**src/rtl/tck_shift_scheduler_if.sv**
```systemverilog
// Requester/transmitter bus of the TCK shift scheduler. The master side is the scheduler,
// and the slave side is the TAP sources plus the TDO word transmitter.
interface tck_shift_scheduler_if #(
  parameter int NUM_REQ = 4
);
  logic                         shift_en;
  logic [NUM_REQ-1:0]           req_valid;
  logic [NUM_REQ-1:0][31:0]     req_data;
  logic [NUM_REQ-1:0]           req_ack;
  logic [NUM_REQ-1:0]           req_abort;
  logic [NUM_REQ-1:0]           grant;
  logic                         tx_enable;
  logic [31:0]                  tx_data;
  logic                         tx_done;
  logic                         busy;
  logic                         timeout_err;
  logic [15:0]                  words_sent;

  modport master (
    input  shift_en, req_valid, req_data, tx_done,
    output req_ack, req_abort, grant, tx_enable, tx_data, busy, timeout_err, words_sent
  );

  modport slave (
    output shift_en, req_valid, req_data, tx_done,
    input  req_ack, req_abort, grant, tx_enable, tx_data, busy, timeout_err, words_sent
  );
endinterface

```
**src/rtl/tck_shift_scheduler.sv**
```systemverilog
// Round-robin arbiter that feeds one 32-bit word at a time to the TDO transmitter.
// It grants a requester, latches its word, and acks or aborts the requester when the transfer ends.
module tck_shift_scheduler #(
  parameter int NUM_REQ = 4,
  parameter int TIMEOUT = 40
) (
  input  logic                    clk_tck,
  input  logic                    reset_n,
  tck_shift_scheduler_if.master   bus
);
  localparam int PW = $clog2(NUM_REQ);
  localparam int TW = $clog2(TIMEOUT);

  typedef enum logic [1:0] {IDLE, SHIFT, RELEASE} state_t;

  state_t                   state, state_nxt;
  logic [PW-1:0]            rr_ptr, rr_nxt, sel, sel_nxt, pick;
  logic [TW-1:0]            timer, timer_nxt;
  logic                     found;
  logic [NUM_REQ-1:0]       grant_q, grant_nxt, ack_q, ack_nxt, abort_q, abort_nxt, pick_oh;
  logic                     tx_en_q, tx_en_nxt, busy_q, busy_nxt, terr_q, terr_nxt;
  logic [31:0]              tx_data_q, tx_data_nxt;
  logic [15:0]              ws_q, ws_nxt;

  // The search runs in reverse, so the closest set index at or after rr_ptr is assigned last and wins.
  always_comb begin
    found = 1'b0;
    pick  = '0;
    for (int i = NUM_REQ - 1; i >= 0; i--) begin
      if (bus.req_valid[PW'((int'(rr_ptr) + i) % NUM_REQ)]) begin
        found = 1'b1;
        pick  = PW'((int'(rr_ptr) + i) % NUM_REQ);
      end
    end
  end

  assign pick_oh = {{(NUM_REQ-1){1'b0}}, 1'b1} << pick;

  always_comb begin
    state_nxt   = state;
    rr_nxt      = rr_ptr;
    sel_nxt     = sel;
    timer_nxt   = timer;
    grant_nxt   = grant_q;
    tx_en_nxt   = tx_en_q;
    tx_data_nxt = tx_data_q;
    busy_nxt    = busy_q;
    ack_nxt     = '0;
    abort_nxt   = '0;
    terr_nxt    = terr_q;
    ws_nxt      = ws_q;
    case (state)
      // RELEASE already holds tx_enable low for its one cycle, so its exit edge may grant
      // the next word. This gives the 34-cycle back-to-back spacing.
      IDLE, RELEASE: begin
        if (bus.shift_en && found) begin
          sel_nxt     = pick;
          grant_nxt   = pick_oh;
          tx_data_nxt = bus.req_data[pick];
          tx_en_nxt   = 1'b1;
          busy_nxt    = 1'b1;
          timer_nxt   = '0;
          state_nxt   = SHIFT;
        end else begin
          grant_nxt   = '0;
          tx_en_nxt   = 1'b0;
          busy_nxt    = 1'b0;
          state_nxt   = IDLE;
        end
      end
      SHIFT: begin
        timer_nxt = timer + TW'(1);
        if (!bus.shift_en || (!bus.tx_done && timer == TW'(TIMEOUT - 1))) begin
          abort_nxt = grant_q;
          grant_nxt = '0;
          tx_en_nxt = 1'b0;
          terr_nxt  = terr_q | bus.shift_en;
          state_nxt = RELEASE;
        end else if (bus.tx_done) begin
          ack_nxt   = grant_q;
          grant_nxt = '0;
          tx_en_nxt = 1'b0;
          ws_nxt    = ws_q + 16'd1;
          rr_nxt    = (sel == PW'(NUM_REQ - 1)) ? '0 : sel + PW'(1);
          state_nxt = RELEASE;
        end
      end
      default: state_nxt = IDLE;
    endcase
  end

  always_ff @(posedge clk_tck or negedge reset_n) begin
    if (!reset_n) begin
      state     <= IDLE;
      rr_ptr    <= '0;
      sel       <= '0;
      timer     <= '0;
      grant_q   <= '0;
      tx_en_q   <= 1'b0;
      tx_data_q <= '0;
      busy_q    <= 1'b0;
      ack_q     <= '0;
      abort_q   <= '0;
      terr_q    <= 1'b0;
      ws_q      <= '0;
    end else begin
      state     <= state_nxt;
      rr_ptr    <= rr_nxt;
      sel       <= sel_nxt;
      timer     <= timer_nxt;
      grant_q   <= grant_nxt;
      tx_en_q   <= tx_en_nxt;
      tx_data_q <= tx_data_nxt;
      busy_q    <= busy_nxt;
      ack_q     <= ack_nxt;
      abort_q   <= abort_nxt;
      terr_q    <= terr_nxt;
      ws_q      <= ws_nxt;
    end
  end

  assign bus.grant       = grant_q;
  assign bus.tx_enable   = tx_en_q;
  assign bus.tx_data     = tx_data_q;
  assign bus.busy        = busy_q;
  assign bus.req_ack     = ack_q;
  assign bus.req_abort   = abort_q;
  assign bus.timeout_err = terr_q;
  assign bus.words_sent  = ws_q;
endmodule

```
**src/flat_wrapper.sv**
```systemverilog
// flat-port wrapper written by rule: the top's interface ports become plain ports
module tck_shift_scheduler_flat 
#(
  parameter int NUM_REQ = 4,
  parameter int TIMEOUT = 40
)
  (clk_tck, reset_n, bus_shift_en, bus_req_valid, bus_req_data, bus_tx_done, bus_req_ack, bus_req_abort, bus_grant, bus_tx_enable, bus_tx_data, bus_busy, bus_timeout_err, bus_words_sent);
  tck_shift_scheduler_if #(.NUM_REQ(NUM_REQ)) bus_i ();
  input  logic clk_tck;
  input  logic reset_n;
  input wire logic [$bits(bus_i.shift_en)-1:0] bus_shift_en;
  input wire logic [$bits(bus_i.req_valid)-1:0] bus_req_valid;
  input wire logic [$bits(bus_i.req_data)-1:0] bus_req_data;
  input wire logic [$bits(bus_i.tx_done)-1:0] bus_tx_done;
  output wire logic [$bits(bus_i.req_ack)-1:0] bus_req_ack;
  output wire logic [$bits(bus_i.req_abort)-1:0] bus_req_abort;
  output wire logic [$bits(bus_i.grant)-1:0] bus_grant;
  output wire logic [$bits(bus_i.tx_enable)-1:0] bus_tx_enable;
  output wire logic [$bits(bus_i.tx_data)-1:0] bus_tx_data;
  output wire logic [$bits(bus_i.busy)-1:0] bus_busy;
  output wire logic [$bits(bus_i.timeout_err)-1:0] bus_timeout_err;
  output wire logic [$bits(bus_i.words_sent)-1:0] bus_words_sent;
  assign bus_i.shift_en = bus_shift_en;
  assign bus_i.req_valid = bus_req_valid;
  assign bus_i.req_data = bus_req_data;
  assign bus_i.tx_done = bus_tx_done;
  assign bus_req_ack = bus_i.req_ack;
  assign bus_req_abort = bus_i.req_abort;
  assign bus_grant = bus_i.grant;
  assign bus_tx_enable = bus_i.tx_enable;
  assign bus_tx_data = bus_i.tx_data;
  assign bus_busy = bus_i.busy;
  assign bus_timeout_err = bus_i.timeout_err;
  assign bus_words_sent = bus_i.words_sent;
  tck_shift_scheduler #(.NUM_REQ(NUM_REQ), .TIMEOUT(TIMEOUT)) u_core (.clk_tck(clk_tck), .reset_n(reset_n), .bus(bus_i));
endmodule
```
**config.mk**
```make
export PLATFORM = sky130hd
export DESIGN_NAME = tck_shift_scheduler_flat
export DESIGN_NICKNAME = d
export VERILOG_FILES = /design/src/rtl/tck_shift_scheduler_if.sv /design/src/rtl/tck_shift_scheduler.sv /design/src/flat_wrapper.sv
export SDC_FILE = /design/constraint.sdc
export NUM_CORES = 1
export LEC_CHECK = 0
export CORE_UTILIZATION = 41
export DETAILED_ROUTE_END_ITERATION = 10
export PLACE_DENSITY = 0.9
export SETUP_SLACK_MARGIN = 0.05
export SLEW_MARGIN = 40
export SYNTH_ARGS = -nofsm -noshare
export SYNTH_HDL_FRONTEND = slang
export SYNTH_SLANG_ARGS = --single-unit
```
**constraint.sdc**
```tcl
create_clock -name clk_tck -period 2.2 [get_ports clk_tck]
set_clock_uncertainty 0.1 [all_clocks]
set_input_delay 0.44 -clock clk_tck [delete_from_list [all_inputs] [get_ports clk_tck]]
set_output_delay 0.44 -clock clk_tck [all_outputs]
set_load 0.005 [all_outputs]
```
==> results of run 1 <==
[state kept, by name (all words and copies together), names as in the netlist]
signal and count:
u_core.bus.busy 1, u_core.sel 2, u_core.bus.req_abort 4, u_core.bus.timeout_err 1, u_core.state 2, u_core.bus.req_ack 4
u_core.bus.tx_enable 1, u_core.bus.grant 4, u_core.bus.words_sent 16, u_core.bus.tx_data 32, u_core.rr_ptr 2, u_core.timer 6
[logic make-up (layout without fill, tap and decap cells)]
logic type | after synthesis | in the layout | synth area share, %
compound gates | 103 | 103 | 21.5
xor+xnor | 16 | 16 | 3.52
fa+ha+maj | 3 | 3 | 0.943
buf+inv | 31 | 254 | 5.44
flops | 75 | 75 | 47.2
mux | 34 | 34 | 8.62
simple gates | 105 | 105 | 12.8
[worst paths after layout]
check | start | end | slack [ns] | cells after the start
worst max-delay path | bus_req_valid[3] | u_core.bus.tx_data[8] | 0.13 | 6
worst min-delay path | u_core.bus.words_sent[15] | u_core.bus.words_sent[15] | 0.38 | 1
worst max register to register | u_core.rr_ptr[1] | u_core.bus.tx_data[16] | 0.16 | 7
worst min register to register | u_core.bus.words_sent[15] | u_core.bus.words_sent[15] | 0.38 | 1
max in group asynchronous | reset_n | u_core.bus.tx_data[30] | 0.89 | 3
min in group asynchronous | reset_n | u_core.timer[5] | 0.51 | 2
[area by class of cell]
type                       count  share of cell area (%)
multi-input combinational    261                    29.1
sequential                    75                    28.7
clock inverter                 7                    1.15
inverter                       7                   0.402
clock buffer                   9                    1.89
timing repair buffer         231                    36.3
tap                          129                    2.47
[metrics by stage]
| stage | hold WS [ns] | worst slack, ns | setup TNS, ns | utilization, % |
|---|---|---|---|---|
| floorplan | 0.0444 | 0.417 | 0 | - |
| global placement | 0.345 | -0.121 | -3.25 | 67.4 |
| detailed placement | 0.351 | -0.185 | -5.00 | 67.4 |
| CTS | 0.385 | 0.148 | 0 | 69.6 |
| global route | 0.403 | 0.0495 | 0 | 70.1 |
| finish | 0.383 | 0.133 | 0 | 70.1 |
[cells in the mapped netlist (6+ instances only)]
cell type | n | area (um^2)
nand4_1 | 6 | 37.5
nand2_1 | 21 | 78.8
o22ai_1 | 29 | 181
clkbuf_1 | 6 | 22.5
o21ai_1 | 8 | 40.0
buf_6 | 6 | 67.6
nor2_1 | 47 | 176
a221oi_1 | 14 | 123
o21ai_0 | 18 | 90.1
buf_2 | 8 | 40.0
xor2_1 | 6 | 52.6
mux2i_1 | 32 | 320
xnor2_1 | 10 | 87.6
inv_1 | 7 | 26.3
a221oi_2 | 19 | 285
dfrtp_1 | 75 | 1880
[timing repair]
action | 4_1_cts | 5_1_grt
buffers inserted | 0 | 1
endpoints found under the hold margin | 34 | 0
hold buffers | 1 | 0
setup endpoints to repair | 0 | 2
[layer usage]
layer	vias up	share of wire [%]	GRT usage (%)
met2	153	54	45.9
li1	1803	-	-
met4	0	1.9	8.25
met5	-	0	0
met3	17	5.4	4.37
met1	1861	38	27.8
[power breakdown]
group	internal [uW]	switching, uW
Combinational	1460	1080
Clock	530	527
Sequential	1720	288
Total	3710	1890
[worst max-delay path, delay by kind of cell]
kind,cells,cell delay (ns)
buffers and inverters,2,0.73
AOI/OAI and AO/OA,2,0.38
and+or+nand+nor,2,0.59
==> flow_summary_export.csv, run 1 <==
group,metric,value,unit
sta,rsz0062_at_grt,"false",
sta,fmax,0.484,GHz
flow_run,cap_violations,0,
clock_tree,cts_tree,"done",
cells_and_area,fin_nets,724,
die,start_util,42.7,%
die,rows,35,
cells_and_area,multi_input_area,1900,um^2
logic_synthesis,synth_cells,367,
clock_tree,clk_latency,0.33,ns
sta,hold_viol_final,0,
setup_path,required,2.29,ns
sta,period_share,94.0,%
logic_synthesis,yosys.cell_types.count,45,
clock_tree,cts_resized,0,
setup_path,cp_slowest_stage_delay,0.55,ns
clock_tree,cts_buffer_depth,2,
cells_and_area,area_growth_syn_to_layout,64.4,%
die,die-area,10100,um^2
place,portBuffers,198,
clock_tree,clk_pin_slew,0.09,ns
setup_path,worstPathCellList,"clkdlybuf4s50_1 -> nor4_2 -> or3b_2 -> buf_12 -> a221oi_1 -> o22ai_1",
clock_tree,htree_levels,3,
drt,final_antenna_net_count,0,
place,gp_congestion,0.836,
die,die_w,101,um
cells_and_area,layout_common_cells,"clkdlybuf4s50_1 (197), dfrtp_1 (75), nor2_1 (47)",
grt,antenna_found_initial,0,
logic_synthesis,syn_avg_cell_area,10.8,um^2
drt,vias,3834,
setup_path,end_kind,"flip-flop",
logic_synthesis,ys_ff_latch,75,
drt,via_per_inst,5.33,
logic_synthesis,ys_seq_area_share,47.2,%
drt,drt_iter0_markers,209,
drt,wl_per_cell,16.8,um
logic_synthesis,synth_edf_count,0,
setup_path,setup.worst_path.class,"input port to flip-flop",
die,io_pins,199,
setup_path,arrival,2.15,ns
logic_synthesis,synthFlopType,"dfrtp_1",
drt,first_pass_iters,4,
cells_and_area,fin_area,6540,um^2
grt,grt_start_max_net_pins,40,
grt,grt_usage,24.5,%
place,dp_cells,700,
cells_and_area,regArea,1880,um^2
pwr,p_leak,0.00275,uW
sta,tightest_slew,0.519,ns
cells_and_area,fin_cells,719,
pwr,p_total,5600,uW
cells_and_area,final_common_cell,"clkdlybuf4s50_1",
hold_path,hp-class,"flip-flop to flip-flop",
sta,finalCriticalPeriod,2.07,ns
grt,grt_pass1_wl,19.3,mm
drt,drc,0,
logic_synthesis,yosys_warnings,0,
cells_and_area,antenna_cells,0,
sta,finalSetupViolations,0,
pwr,power.density,857,nW/um^2
grt,gr-total-overflow,0,
clock_tree,cts_buffers,9,
logic_synthesis,synth_area,3980,um^2
clock_tree,cts-root-buf,"clkbuf_8",
place,place_area,6290,um^2
logic_synthesis,syn_nets,506,
pwr,vdd_drop_max,0.435,mV
logic_synthesis,synth-async-reset-ratio,100,%
cells_and_area,drive_gt1_share,13.9,%
sta,final_max_slew_viol_count,0,
setup_path,startpoint_type,"input port",
clock_tree,cts.sinks,75,
die,fp.dieH,101,um
setup_path,cp_slowest_cell,"clkdlybuf4s50_1",
status,status,"complete, no violations",
place,dp_hpwl,9.34,mm
sta,slew_headroom,65.4,%
cells_and_area,nFillCells,684,
drt,wl,12.1,mm
grt,grt_pass1_vias,4034,
die,core_region_area,9330,um^2
setup_path,cp_max_fo,18,
(Power assumes the default switching activity.)
==> run 2: changes to the inputs <==
Settings changed: CORE_UTILIZATION 41 to 35, PLACE_DENSITY 0.9 to 0.79.
==> run 2 against run 1 <==
Against the previous run:
- total power increased by 7.8%
- wire length fell by 0.42%
- sequential share of layout area shrank 0.24 points
- count of clock-buffer cells in the layout stayed put
- clock power grew 52%
- global-route usage decreased by 4.0 points
- setup slack worse by 0.011 ns
- critical endpoint is now u_core.bus.tx_data[15]
- combinational power is 5% lower
- largest cell class unchanged
- register-to-register slack gained 0.04 ns
- worst hold slack got worse by 0.013 ns
==> flow_summary_export.csv, run 2 (same netlist as run 1, synthesis figures left out) <==
group,metric,value,unit
drt,wl_met1,4.80,mm
drt,wl,12.1,mm
setup_path,r2r-start,"u_core.rr_ptr[1]",
cells_and_area,fin_nets,720,
cells_and_area,largest_reg_flops,32,
setup_path,critical_path.top_delay_family,"buffers and inverters",
drt,wl_met2,6.27,mm
cells_and_area,final_common_cell,"clkdlybuf4s50_1",
cells_and_area,antenna_cells,0,
setup_path,arrival,2.18,ns
grt,grt_start_max_net_pins,45,
sta,finalSetupTns,0,ns
setup_path,cp_max_fo,27,
drt,via_per_inst,5.29,
die,io_pins,199,
sta,layout_setup_ws,0.121,ns
flow_run,cap_violations,0,
drt,wl_met3,743,um
clock_tree,cts_tree,"done",
place,gp_congestion,0.816,
place,dp_hpwl,9.27,mm
sta,fmax,0.481,GHz
clock_tree,cts.sinks,75,
drt,wl_per_cell,16.6,um
sta,period_share,94.5,%
drt,first_pass_iters,4,
sta,tightest_slew,0.456,ns
sta,rsz0062_at_grt,"false",
die,die-area,11800,um^2
pwr,p_total,6040,uW
sta,timing.hold.ws,0.370,ns
drt,drt_iter0_markers,159,
drt,drc,0,
grt,grt_pass1_wl,18.7,mm
sta,finalSetupViolations,0,
pwr,vdd_drop_max,0.558,mV
hold_path,whs_path_depth,1,
clock_tree,cts_buffers,9,
drt,final_antenna_net_count,0,
place,dp_cells,709,
status,status,"complete, no violations",
setup_path,cp_slowest_cell,"clkdlybuf4s50_1",
grt,grt_usage,20.4,%
place,dp_slack,-0.269,ns
drt,vias,3838,
drt,top_layer,"met4",
hold_path,hp-class,"flip-flop to flip-flop",
cells_and_area,layout_common_cells,"clkdlybuf4s50_1 (196), dfrtp_1 (75), nor2_1 (47)",
hold_path,min_from,"u_core.bus.words_sent[15]",
pwr,p_leak,0.00279,uW
clock_tree,clk_latency,0.33,ns
grt,grt_pass1_vias,3900,
setup_path,rrSetupSlack,0.20,ns
die,rows,38,
setup_path,cp_num_buf_inv,2,
clock_tree,clk_pin_slew,0.06,ns
place,portBuffers,198,
setup_path,setup.worst_path.class,"input port to flip-flop",
cells_and_area,drive_gt1_share,13.3,%
sta,final_max_slew_viol_count,0,
grt,antenna_found_initial,0,
grt,gr-total-overflow,0,
die,fp.dieH,109,um
sta,finalCriticalPeriod,2.08,ns
setup_path,reg2regPathDepth,6,
cells_and_area,area_growth_syn_to_layout,65.8,%
setup_path,end_kind,"flip-flop",
sta,slew_headroom,69.6,%
die,core_region_area,10900,um^2
setup_path,cp_slowest_stage_delay,0.55,ns
setup_path,worstPathCellList,"clkdlybuf4s50_1 -> nor4_2 -> or3b_2 -> buf_12 -> a221oi_1 -> o22ai_1",
die,die_w,109,um
cells_and_area,fin_cells,726,
setup_path,startpoint_type,"input port",
hold_path,holdPathEnd,"u_core.bus.words_sent[15]",
sta,hold_viol_final,0,
pwr,power.density,915,nW/um^2
clock_tree,htree_levels,3,
clock_tree,cts_buffer_depth,2,
die,start_util,36.4,%
setup_path,required,2.30,ns
setup_path,rr_endpoint,"u_core.bus.tx_data[28]",
clock_tree,cts-root-buf,"clkbuf_16",
-- run 2: per-layer routing --
layer | GRT usage [%] | up-vias
li1 | - | 1798
met1 | 23.4 | 1863
met2 | 36.6 | 157
met3 | 4.30 | 20
met4 | 8.78 | 0
met5 | 0 | -
-- run 2: repair_timing --
action,4_1_cts,5_1_grt
setup buffers,0,0
hold endpoints to repair,31,0
setup endpoints to repair,0,12
resized for setup,0,1
hold buffers,1,0
-- run 2: cell type report --
type / instances / area (um^2)
Clock buffer: 9 / 225
Clock inverter: 7 / 98.8
Fill cell: 906 / 4340
Inverter: 7 / 26.3
Multi-Input combinational cell: 261 / 1900
Sequential cell: 75 / 1880
Tap cell: 140 / 175
Timing Repair Buffer: 227 / 2290
-- run 2: worst max-delay path by stage --
stage / start / to / slack (ns) / depth (start not counted)
after floorplan: u_core.rr_ptr[1] / u_core.bus.tx_data[23] / 0.42 / 7
after global placement: bus_req_valid[3] / u_core.bus.tx_data[15] / -0.21 / 6
after detailed placement: bus_req_valid[3] / u_core.bus.tx_data[15] / -0.27 / 6
after CTS: bus_req_valid[3] / u_core.bus.tx_data[15] / 0.08 / 6
after global routing: bus_req_valid[0] / u_core.bus.tx_data[6] / 0.05 / 6
final: bus_req_valid[0] / u_core.bus.tx_data[15] / 0.12 / 6
-- run 2: worst register-to-register path: stages, from the launching register on --
cell      delay (ns)
dfrtp_1         0.45
nand2b_1        0.19
a21boi_1        0.15
a221oi_4        0.31
buf_12          0.27
mux2i_1         0.30
o22ai_2         0.11
-- run 2: metrics by stage --
stage	cell area, um^2	utilization, %
finish	6600	60.3
global placement	6260	57.2
floorplan	3980	-
CTS	6590	60.3
global route	6600	60.3
detailed placement	6260	57.2
-- run 2: power by group --
part           internal (uW)  switching [uW]
sequential              1720             285
combinational           1390            1040
clock                   1000             603
==> run 3: changes to the inputs <==
Settings changed: CORE_MARGIN set to 3, DONT_BUFFER_PORTS set to 1, PLACE_DENSITY 0.79 to 0.57.
==> run 3 against run 2 <==
Against the previous run:
- the flow now finishes with violations (negative hold slack)
- highest routed layer unchanged
- count of clock-buffer cells in the layout rose by 4
- largest power group is now registers
- combinational power fell by 41%
- fmax rose by 3.9%
- register-to-register slack barely moved
- wire length fell by 12%
- non-clock buffer count fell by 215
- setup slack improved by 0.078 ns
- critical endpoint is now u_core.bus.tx_data[7]
- first-iteration DRC count fell by 21%
- largest cell class is now multi-input gates
- flip-flop and latch count did not move
- critical path depth fell by 2
==> flow_summary_export.csv, run 3 (same netlist as run 1, synthesis figures left out) <==
group,metric,value,unit
setup_path,required,2.30,ns
clock_tree,htree_levels,3,
drt,wl,10.6,mm
setup_path,rr_endpoint,"u_core.bus.tx_data[7]",
die,die-area,12700,um^2
grt,grt_usage,17.1,%
setup_path,cp_num_buf_inv,1,
grt,gr-total-overflow,0,
pwr,swShare,34.7,%
setup_path,end_kind,"flip-flop",
cells_and_area,layout_common_cells,"dfrtp_1 (75), nor2_1 (47), mux2i_1 (32)",
setup_path,reg2regPathDepth,4,
pwr,p_leak,0.00191,uW
die,rows,38,
setup_path,arrival,2.10,ns
pwr,power.density,1120,nW/um^2
cells_and_area,area_growth_syn_to_layout,11.2,%
clock_tree,cts_resized,0,
cells_and_area,largest_reg_flops,32,
setup_path,cp_slowest_cell,"or3b_2",
clock_tree,cts-root-buf,"clkbuf_16",
sta,rsz0062_at_grt,"false",
die,start_util,36.2,%
drt,wl_per_cell,20.8,um
clock_tree,cts_setup_buffers,0,
cells_and_area,regArea,1880,um^2
sta,finalSetupTns,0,ns
clock_tree,cts_buffers,9,
sta,period_share,90.9,%
pwr,cellInternalPower,3250,uW
sta,timing.hold.ws,-0.301,ns
sta,tightest_slew,0.395,ns
setup_path,worstPathCellList,"or3b_2 -> buf_12 -> a221oi_1 -> o22ai_1",
clock_tree,clk_pin_slew,0.06,ns
cells_and_area,drive_gt1_share,15.9,%
die,core_region_area,11000,um^2
drt,vias,2923,
status,violations,"negative hold slack",
drt,final_antenna_net_count,0,
drt,via_per_inst,5.73,
cells_and_area,fin_nets,505,
place,portBuffers,0,
drt,drt_iter0_markers,126,
place,gp_congestion,0.772,
setup_path,cp_max_fo,32,
cells_and_area,antenna_cells,0,
clock_tree,cts_tree,"done",
place,dp_hpwl,7.79,mm
sta,fmax,0.500,GHz
grt,antenna_found_initial,0,
cells_and_area,nFillCells,1059,
cells_and_area,final_common_cell,"dfrtp_1",
pwr,comb_power_share,28.7,%
grt,grt_pass1_wl,17.0,mm
setup_path,startpoint_type,"flip-flop",
setup_path,rrSetupSlack,0.20,ns
setup_path,critical_path.top_delay_family,"simple AND/OR/NAND/NOR gates",
pwr,switchingPower,1730,uW
drt,first_pass_iters,4,
grt,grt_start_max_net_pins,76,
drt,drc,0,
sta,finalSetupViolations,0,
sta,slew_headroom,73.5,%
pwr,p_total,4970,uW
sta,finalCriticalPeriod,2.00,ns
cells_and_area,multi_input_area,1900,um^2
clock_tree,cts.sinks,75,
setup_path,setup.worst_path.class,"flip-flop to flip-flop",
pwr,vdd_drop_max,0.633,mV
setup_path,cp_slowest_stage_delay,0.61,ns
clock_tree,clk_latency,0.33,ns
die,io_pins,199,
setup_path,r2r-start,"u_core.state[0]",
grt,grt_pass1_vias,2987,
die,fp.dieH,113,um
sta,hold_viol_final,75,
sta,final_max_slew_viol_count,0,
pwr,clockPowerShare,28.7,%
die,die_w,113,um
status,status,"finished, violations left",
pwr,seq_power_share,42.6,%
flow_run,cap_violations,0,
clock_tree,cts_buffer_depth,2,
hold_path,hp-class,"input port to async pin",
-- run 3: cell types whose count changed in the layout (fill, tap and decap cells not counted), sizes merged --
cell / previous run / this run
buf: 29 / 12
bufinv: 2 / 0
clkbuf: 9 / 13
clkdlybuf4s50: 196 / 0
clkinv: 1 / 0
clkinvlp: 1 / 0
dlygate4sd3: 1 / 0
dlymetal6s2s: 1 / 0
inv: 10 / 9
-- run 3: how the worst max path moves through the flow --
stage / start / endpoint / slack (ns) / cells past startpoint
2_1_floorplan: u_core.rr_ptr[1] / u_core.bus.tx_data[23] / 0.42 / 7
3_3_place_gp: u_core.rr_ptr[1] / u_core.bus.tx_data[9] / 0.25 / 6
3_5_place_dp: u_core.state[0] / u_core.bus.tx_data[7] / 0.21 / 4
4_1_cts: u_core.state[0] / u_core.bus.tx_data[7] / 0.20 / 4
5_1_grt: u_core.rr_ptr[1] / u_core.bus.tx_data[29] / 0.06 / 6
6_report: u_core.state[0] / u_core.bus.tx_data[7] / 0.20 / 4
-- run 3: final cells by class --
cell class	count	share of cell area (%)
well taps	140	3.96
multi-input cells	261	43.1
inverters	7	0.594
clock buffers	13	6.11
clock inverters	2	0.396
repair buffers	12	3.45
flip-flops and latches	75	42.4
-- run 3: metal layers --
metal	up-vias	GRT usage, %	wire (um)
li1	1367	-	-
met1	1405	20.8	4320
met2	141	28.6	5270
met3	10	6.79	888
met4	0	3.93	151
met5	-	0	0
-- run 3: metrics by stage --
step	util (%)	setup slack [ns]	instance area [um^2]	std cells
floorplan	-	0.417	3980	367
global placement	37.7	0.250	4140	495
detailed placement	37.7	0.213	4140	495
CTS	40.3	0.202	4420	510
global route	40.3	0.0638	4420	510
finish	40.3	0.200	4420	510
-- run 3: worst register-to-register path: cells and delay by family, from the launching register on --
kind / cells / cell delay [ns]
and+or+nand+nor: 1 / 0.61
AOI/OAI and AO/OA: 2 / 0.47
DFF: 1 / 0.46
buffers and inverters: 1 / 0.23
-- run 3: power by group through the flow --
stage	clock network, uW	registers, uW	logic [uW]
after CTS	1470	2140	1440
after detailed placement	0	2160	1440
after global routing	1540	2180	1600
after floorplan	0	2000	1210
final	1430	2120	1430
after global placement	0	2140	1400
